File: config.mk
export PLATFORM = sky130hd
export DESIGN_NAME = output_port_scheduler_flat
export DESIGN_NICKNAME = d
export VERILOG_FILES = /design/src/rtl/output_port_scheduler_if.sv /design/src/rtl/output_port_scheduler.sv /design/src/flat_wrapper.sv
export SDC_FILE = /design/constraint.sdc
export NUM_CORES = 1
export LEC_CHECK = 0
export BUFFER_PORTS_ARGS = -buffer_cell sky130_fd_sc_hd__buf_2
export CAP_MARGIN = 15
export CORE_UTILIZATION = 35
export CTS_CLUSTER_SIZE = 40
export DETAILED_ROUTE_END_ITERATION = 10
export HOLD_SLACK_MARGIN = 0.12
export MAX_ROUTING_LAYER = met4
export PLACE_DENSITY = 0.75
export REMOVE_ABC_BUFFERS = 1
export SLEW_MARGIN = 20
export SYNTH_ARGS = -nofsm -noshare
export SYNTH_HDL_FRONTEND = slang
export SYNTH_SLANG_ARGS = --single-unit
File: constraint.sdc
create_clock -name clk -period 5.7 [get_ports clk]
set_input_delay 0.855 -clock clk [delete_from_list [all_inputs] [get_ports clk]]
set_output_delay 0.855 -clock clk [all_outputs]
set_load 0.05 [all_outputs]
File: src/rtl/output_port_scheduler_if.sv
// Bundle of flit inputs, credit return and scheduler outputs for one router output port.
interface output_port_scheduler_if;
    logic [3:0][13:0] data;          // per input: {header[1:0], flit[11:0]}
    logic [3:0]       valid;
    logic [3:0]       tail;
    logic             credit_in;
    logic [3:0]       port_block;
    logic [1:0]       mux_select;
    logic [11:0]      output_data;
    logic             out_valid;
    logic             busy;
    logic             credit_err;

    // Side that drives flits and credits into the scheduler
    modport master (
        output data, valid, tail, credit_in,
        input  port_block, mux_select, output_data, out_valid, busy, credit_err
    );

    // The scheduler itself
    modport slave (
        input  data, valid, tail, credit_in,
        output port_block, mux_select, output_data, out_valid, busy, credit_err
    );
endinterface

File: src/rtl/output_port_scheduler.sv
// Output-port scheduler: packet-granular round-robin arbitration among four inputs,
// credit-based flow control toward the downstream buffer, registered flit output.
module output_port_scheduler #(
    parameter logic [1:0] PORT_ADDR = 2'b01,
    parameter int         CREDITS   = 4
) (
    input  logic                     clk,
    input  logic                     rst,
    output_port_scheduler_if.slave   sched
);
    localparam int         FLIT_WIDTH = 12;
    localparam logic [2:0] CREDIT_MAX = 3'(CREDITS);

    localparam logic [0:0] IDLE   = 1'b0;
    localparam logic [0:0] LOCKED = 1'b1;

    logic [0:0]            state_reg;
    logic [1:0]            owner_reg;
    logic [1:0]            rr_ptr_reg;
    logic [2:0]            credits_reg;
    logic [1:0]            mux_select_reg;
    logic [FLIT_WIDTH-1:0] output_data_reg;
    logic                  out_valid_reg;
    logic                  credit_err_reg;

    logic [3:0] req;
    logic [1:0] winner;
    logic [1:0] idx;
    logic       any_req;
    logic [1:0] source;
    logic       fire;
    logic       src_tail;
    logic       has_credit;

    // A flit only asks for this port when its header addresses it
    generate
        for (genvar gi = 0; gi < 4; gi++) begin : g_req
            assign req[gi] = sched.valid[gi] & (sched.data[gi][13:12] == PORT_ADDR);
        end
    endgenerate

    // Round-robin pick: scan downwards so the first request at/after rr_ptr is the last written
    always_comb begin
        winner  = rr_ptr_reg;
        any_req = 1'b0;
        idx     = rr_ptr_reg;
        for (int k = 3; k >= 0; k--) begin
            idx = rr_ptr_reg + 2'(k);
            if (req[idx]) begin
                winner  = idx;
                any_req = 1'b1;
            end
        end
    end

    assign has_credit = (credits_reg != 3'd0);

    // Transfer decision: the locked owner ignores headers on body flits
    always_comb begin
        source = winner;
        fire   = 1'b0;
        if (state_reg == LOCKED) begin
            source = owner_reg;
            fire   = sched.valid[owner_reg] & has_credit;
        end else begin
            fire   = any_req & has_credit;
        end
    end

    assign src_tail = sched.tail[source];

    // Back-pressure: every requester that does not transfer this cycle is held off
    generate
        for (genvar gi = 0; gi < 4; gi++) begin : g_block
            assign sched.port_block[gi] = req[gi] & ~(fire & (source == 2'(gi)));
        end
    endgenerate

    // Packet lock: held from head flit until the owner's tail flit transfers
    always_ff @(posedge clk or posedge rst) begin
        if (rst) begin
            state_reg  <= IDLE;
            owner_reg  <= 2'd0;
            rr_ptr_reg <= 2'd0;
        end else if (fire) begin
            if (src_tail) begin
                state_reg  <= IDLE;
                rr_ptr_reg <= source + 2'd1;
            end else begin
                state_reg  <= LOCKED;
                owner_reg  <= source;
            end
        end
    end

    // Registered output stage: one-cycle latency, data held when nothing fires
    always_ff @(posedge clk or posedge rst) begin
        if (rst) begin
            out_valid_reg   <= 1'b0;
            output_data_reg <= '0;
            mux_select_reg  <= 2'd0;
        end else begin
            out_valid_reg <= fire;
            if (fire) begin
                output_data_reg <= sched.data[source][FLIT_WIDTH-1:0];
                mux_select_reg  <= source;
            end
        end
    end

    // Downstream credit counter; a return while already full saturates and flags an error
    always_ff @(posedge clk or posedge rst) begin
        if (rst) begin
            credits_reg    <= CREDIT_MAX;
            credit_err_reg <= 1'b0;
        end else begin
            if (fire && !sched.credit_in) begin
                credits_reg <= credits_reg - 3'd1;
            end else if (!fire && sched.credit_in) begin
                if (credits_reg == CREDIT_MAX) begin
                    credit_err_reg <= 1'b1;
                end else begin
                    credits_reg <= credits_reg + 3'd1;
                end
            end
        end
    end

    assign sched.mux_select  = mux_select_reg;
    assign sched.output_data = output_data_reg;
    assign sched.out_valid   = out_valid_reg;
    assign sched.busy        = (state_reg == LOCKED);
    assign sched.credit_err  = credit_err_reg;
endmodule

File: src/flat_wrapper.sv
// flat-port wrapper written by rule: the top's interface ports become plain ports
module output_port_scheduler_flat 
#(
    parameter logic [1:0] PORT_ADDR = 2'b01,
    parameter int         CREDITS   = 4
)
  (clk, rst, sched_data, sched_valid, sched_tail, sched_credit_in, sched_port_block, sched_mux_select, sched_output_data, sched_out_valid, sched_busy, sched_credit_err);
  output_port_scheduler_if sched_i ();
  input  logic clk;
  input  logic rst;
  input wire logic [$bits(sched_i.data)-1:0] sched_data;
  input wire logic [$bits(sched_i.valid)-1:0] sched_valid;
  input wire logic [$bits(sched_i.tail)-1:0] sched_tail;
  input wire logic [$bits(sched_i.credit_in)-1:0] sched_credit_in;
  output wire logic [$bits(sched_i.port_block)-1:0] sched_port_block;
  output wire logic [$bits(sched_i.mux_select)-1:0] sched_mux_select;
  output wire logic [$bits(sched_i.output_data)-1:0] sched_output_data;
  output wire logic [$bits(sched_i.out_valid)-1:0] sched_out_valid;
  output wire logic [$bits(sched_i.busy)-1:0] sched_busy;
  output wire logic [$bits(sched_i.credit_err)-1:0] sched_credit_err;
  assign sched_i.data = sched_data;
  assign sched_i.valid = sched_valid;
  assign sched_i.tail = sched_tail;
  assign sched_i.credit_in = sched_credit_in;
  assign sched_port_block = sched_i.port_block;
  assign sched_mux_select = sched_i.mux_select;
  assign sched_output_data = sched_i.output_data;
  assign sched_out_valid = sched_i.out_valid;
  assign sched_busy = sched_i.busy;
  assign sched_credit_err = sched_i.credit_err;
  output_port_scheduler #(.PORT_ADDR(PORT_ADDR), .CREDITS(CREDITS)) u_core (.clk(clk), .rst(rst), .sched(sched_i));
endmodule
==> key figures <==
Synth
  • Post-synthesis mux area share: 21.4%
  • Syn. warnings: 0
  • Mapped cell area: about 0.0017 mm2
  • Async S/R FF share, synth: between 90% and 100%
  • Synth Area in Adders: approximately 6%
  • XOR/XNOR share of the synthesized area: 0.513%
  • Number of synthesized flops with an enable pin: 0
  • Syn Area/Cell: 10.4 um2
  • Post-synthesis simple-gate area fraction: between 15 and 20%
  • Distinct cell type count after synthesis: a little over 40
  • Synth Flop Type: dfrtp_1
  • Synth Area in Compound Gates: 13.8%
  • Synth top area cells: dfrtp_1 (34%), mux4_2 (11%), nand2_1 (9.0%)
  • Sequential share of the synthesized area: 35.2%
  • Area share of the largest cell type after synthesis: between 30% and 40%
  • Largest family of logic cells by synthesized area: multiplexers
  • Synth Instances: approximately 170
  • Area leader, netlist: dfrtp_1
  • Post-synthesis register bit count: 24

Route
  • Drt wl/cell: ~12 um
  • WL met3: a little over 200 um
  • Vias/cell: a little under 5
  • Initial DRT Pass Iterations: 4
  • DR WL met2: between 2000 and 2500 um
  • Routed WL: about 4000 um
  • Via Count: 1,538
  • ANT nets after route: 0
  • DR top layer: met4
  • DR iter-0 viols: 76
  • Met1 Routed Length: around 1700 um
  • DRC viols: 0

Hold path
  • Worst hold stages: 1
  • Worst hold path type: reg -> reg

Critical path
  • CP max stage delay: 0.30 ns
  • CP delay by family, top: buffers and inverters
  • Type of element capturing the critical path: output pin
  • CP required: ~4.9 ns
  • Worst path bufs/invs: 4
  • Worst Reg-to-Reg Cells: 11
  • CP most frequent cell: buf_2
  • CP Launch Type: primary input
  • CP Cell Sequence: buf_2, nand3b_1, a2bb2oi_1, a221oi_2, nor3_4, buf_4, inv_1, ha_1, a21oi_1, buf_2
  • Worst setup path class: in -> out
  • Critical path depth: 10
  • Crit-path slowest cell: buf_4
  • Critical-path maximum fanout: 18
  • Worst EP arrival: between 2 and 3 ns

Cells and area
  • Final Instance Area: approximately 0.0023 mm2
  • Most frequent cells in the layout: buf_2 (87), nand2_1 (41), dfrtp_1 (23), a21oi_1 (12)
  • Commonest non-fill, non-tap cell in the layout: buf_2
  • Final net count: roughly 330
  • Max FFs per register: 12
  • Area grow syn2layout: 32.2%
  • Fraction of layout cells with a size suffix above 1: ~44%
  • Diode count: 0

Timing
  • Measured slew at the worst slew-check pin: ~0.9 ns
  • Crit path time final: ~3.7 ns
  • Pins Over Slew Limit: 0
  • F_max: approximately 270 MHz
  • Final worst path period share: about two thirds
  • Setup TNS: 0 ns
  • Unrepaired setup endpoints after global routing: no
  • Hold Slack: around 0.47 ns
  • Final setup viols: 0
  • Hold Violations, Final: 0
  • Final Skew: ~0.0038 ns
  • Final worst setup slack: roughly 2.0 ns
  • Max-slew headroom: just over 40%

Power and ir drop
  • PD cells: between 600 and 700 mW/mm2
  • Pwr Total: roughly 1.4 mW
  • Leak: ~1.2 nW
  • Maximum vdd drop: 239 uV

Placed design
  • Port Buffers: between 80 and 90
  • Pre-CTS setup slack: 1.99 ns
  • Detailed placer's ending HPWL: between 3000 and 4000 um
  • Final Wtd Congestion: approximately 0.86
  • DP Area: between 0.002 and 0.0025 mm2

Global route
  • Initial antenna violation count: 0
  • Largest net degree at the start of global routing: 26
  • Vias in the first global route: 1,383
  • Total GRT Usage: 15.9%
  • Gr ovfl total: 0
  • First-pass GRT wire length: between 6000 and 7000 um

Floorplanning
  • Core footprint: around 0.0047 mm2
  • Die width: 71.9 um
  • Starting density of the core: a little over a third
  • Rows: 25
  • I/O Pins: slightly below 90
  • Die H: just over 70 um
  • Full die area: roughly 0.0052 mm2

CTS
  • Clock Tree Buf Depth: 2
  • Cts bufs inserted: 3
  • Setup Fix Bufs, Post-CTS: 0
  • CTS tree: yes
  • Skew-Pair Late Insertion Delay: 0.26 ns
  • Hold_buf cts: 0
  • Root Driver: clkbuf_8
  • Clock slew at reported path FFs: about 0.070 ns
  • H-tree lvl count: 1
  • Cts repair resizes: 0
  • Clock sink count: 24

Run status
  • Status: completed

Run
  • Max Cap Viol: 0
## power breakdown
group | internal, mW | switching (mW) | leakage (nW)
Sequential | 0.262 | 0.0733 | 0.286
Combinational | 0.355 | 0.580 | 0.849
Clock | 0.0497 | 0.0474 | 0.0228
Total | 0.667 | 0.701 | 1.16
## per-layer routing
layer	up-vias	global-route usage [%]
li1	769	-
met2	52	27.1
met1	715	20.2
met4	0	3.05
met3	2	2.67
met5	-	-
## worst reg2reg max path, stage by stage (launching register included)
cell and delay (ns):
dfrtp_1 0.45, mux4_2 0.52, nand2b_1 0.15, o211ai_1 0.09, buf_4 0.26, inv_1 0.38
ha_1 0.40, xor2_1 0.16, ha_1 0.18, a21oi_1 0.16, nor2_1 0.07, a221oi_1 0.21
## final timing paths
path	from	endpoint	slack, ns
worst min register to register	u_core.sched.credit_err	u_core.sched.credit_err	0.47
worst max register to register	u_core.owner_reg[1]	u_core.credits_reg[2]	2.58
min in group asynchronous	rst	u_core.rr_ptr_reg[0]	0.78
max in group asynchronous	rst	u_core.credits_reg[1]	4.39
worst max-delay path	sched_data[55]	sched_port_block[0]	1.99
worst min-delay path	u_core.sched.credit_err	u_core.sched.credit_err	0.47
## kinds of logic (layout without fill, tap and decap cells)
logic type | Yosys count | in the layout
muxes | 18 | 18
buffers and inverters | 14 | 101
AOI/OAI and AO/OA | 34 | 34
adders and majority gates | 8 | 8
DFF | 24 | 24
xor gates and xnor gates | 1 | 1
and+or+nand+nor | 66 | 66
## through the flow
stage	util [%]	instances
5_1_grt	47.8	319
3_5_place_dp	46.9	315
3_3_place_gp	46.9	315
4_1_cts	47.8	319
6_report	47.8	319
2_1_floorplan	-	158
## synthesized netlist by cell type (2+ instances only)
master    instances
ha_1              8
clkbuf_1          3
o211ai_1          3
nor3_1            2
mux2_2            3
nor2_1            5
nand2_1          41
a21oi_1          12
dfrtp_1          23
o21a_1            3
nand2b_1          4
o21ai_0           6
inv_1             7
nand3b_1          4
mux2i_1           2
mux4_2            8
and2_1            2
mux4_1            5
buf_2             2
## area by class of cell
cell class	instances	area [um2]
clock buffers	4	45.0
fillers	449	2460
inverters	7	26.3
multi-input cells	127	1040
flip-flops and latches	24	602
well taps	67	83.8
repair buffers	90	458
Note: power is estimated with default switching activity, not from simulation.
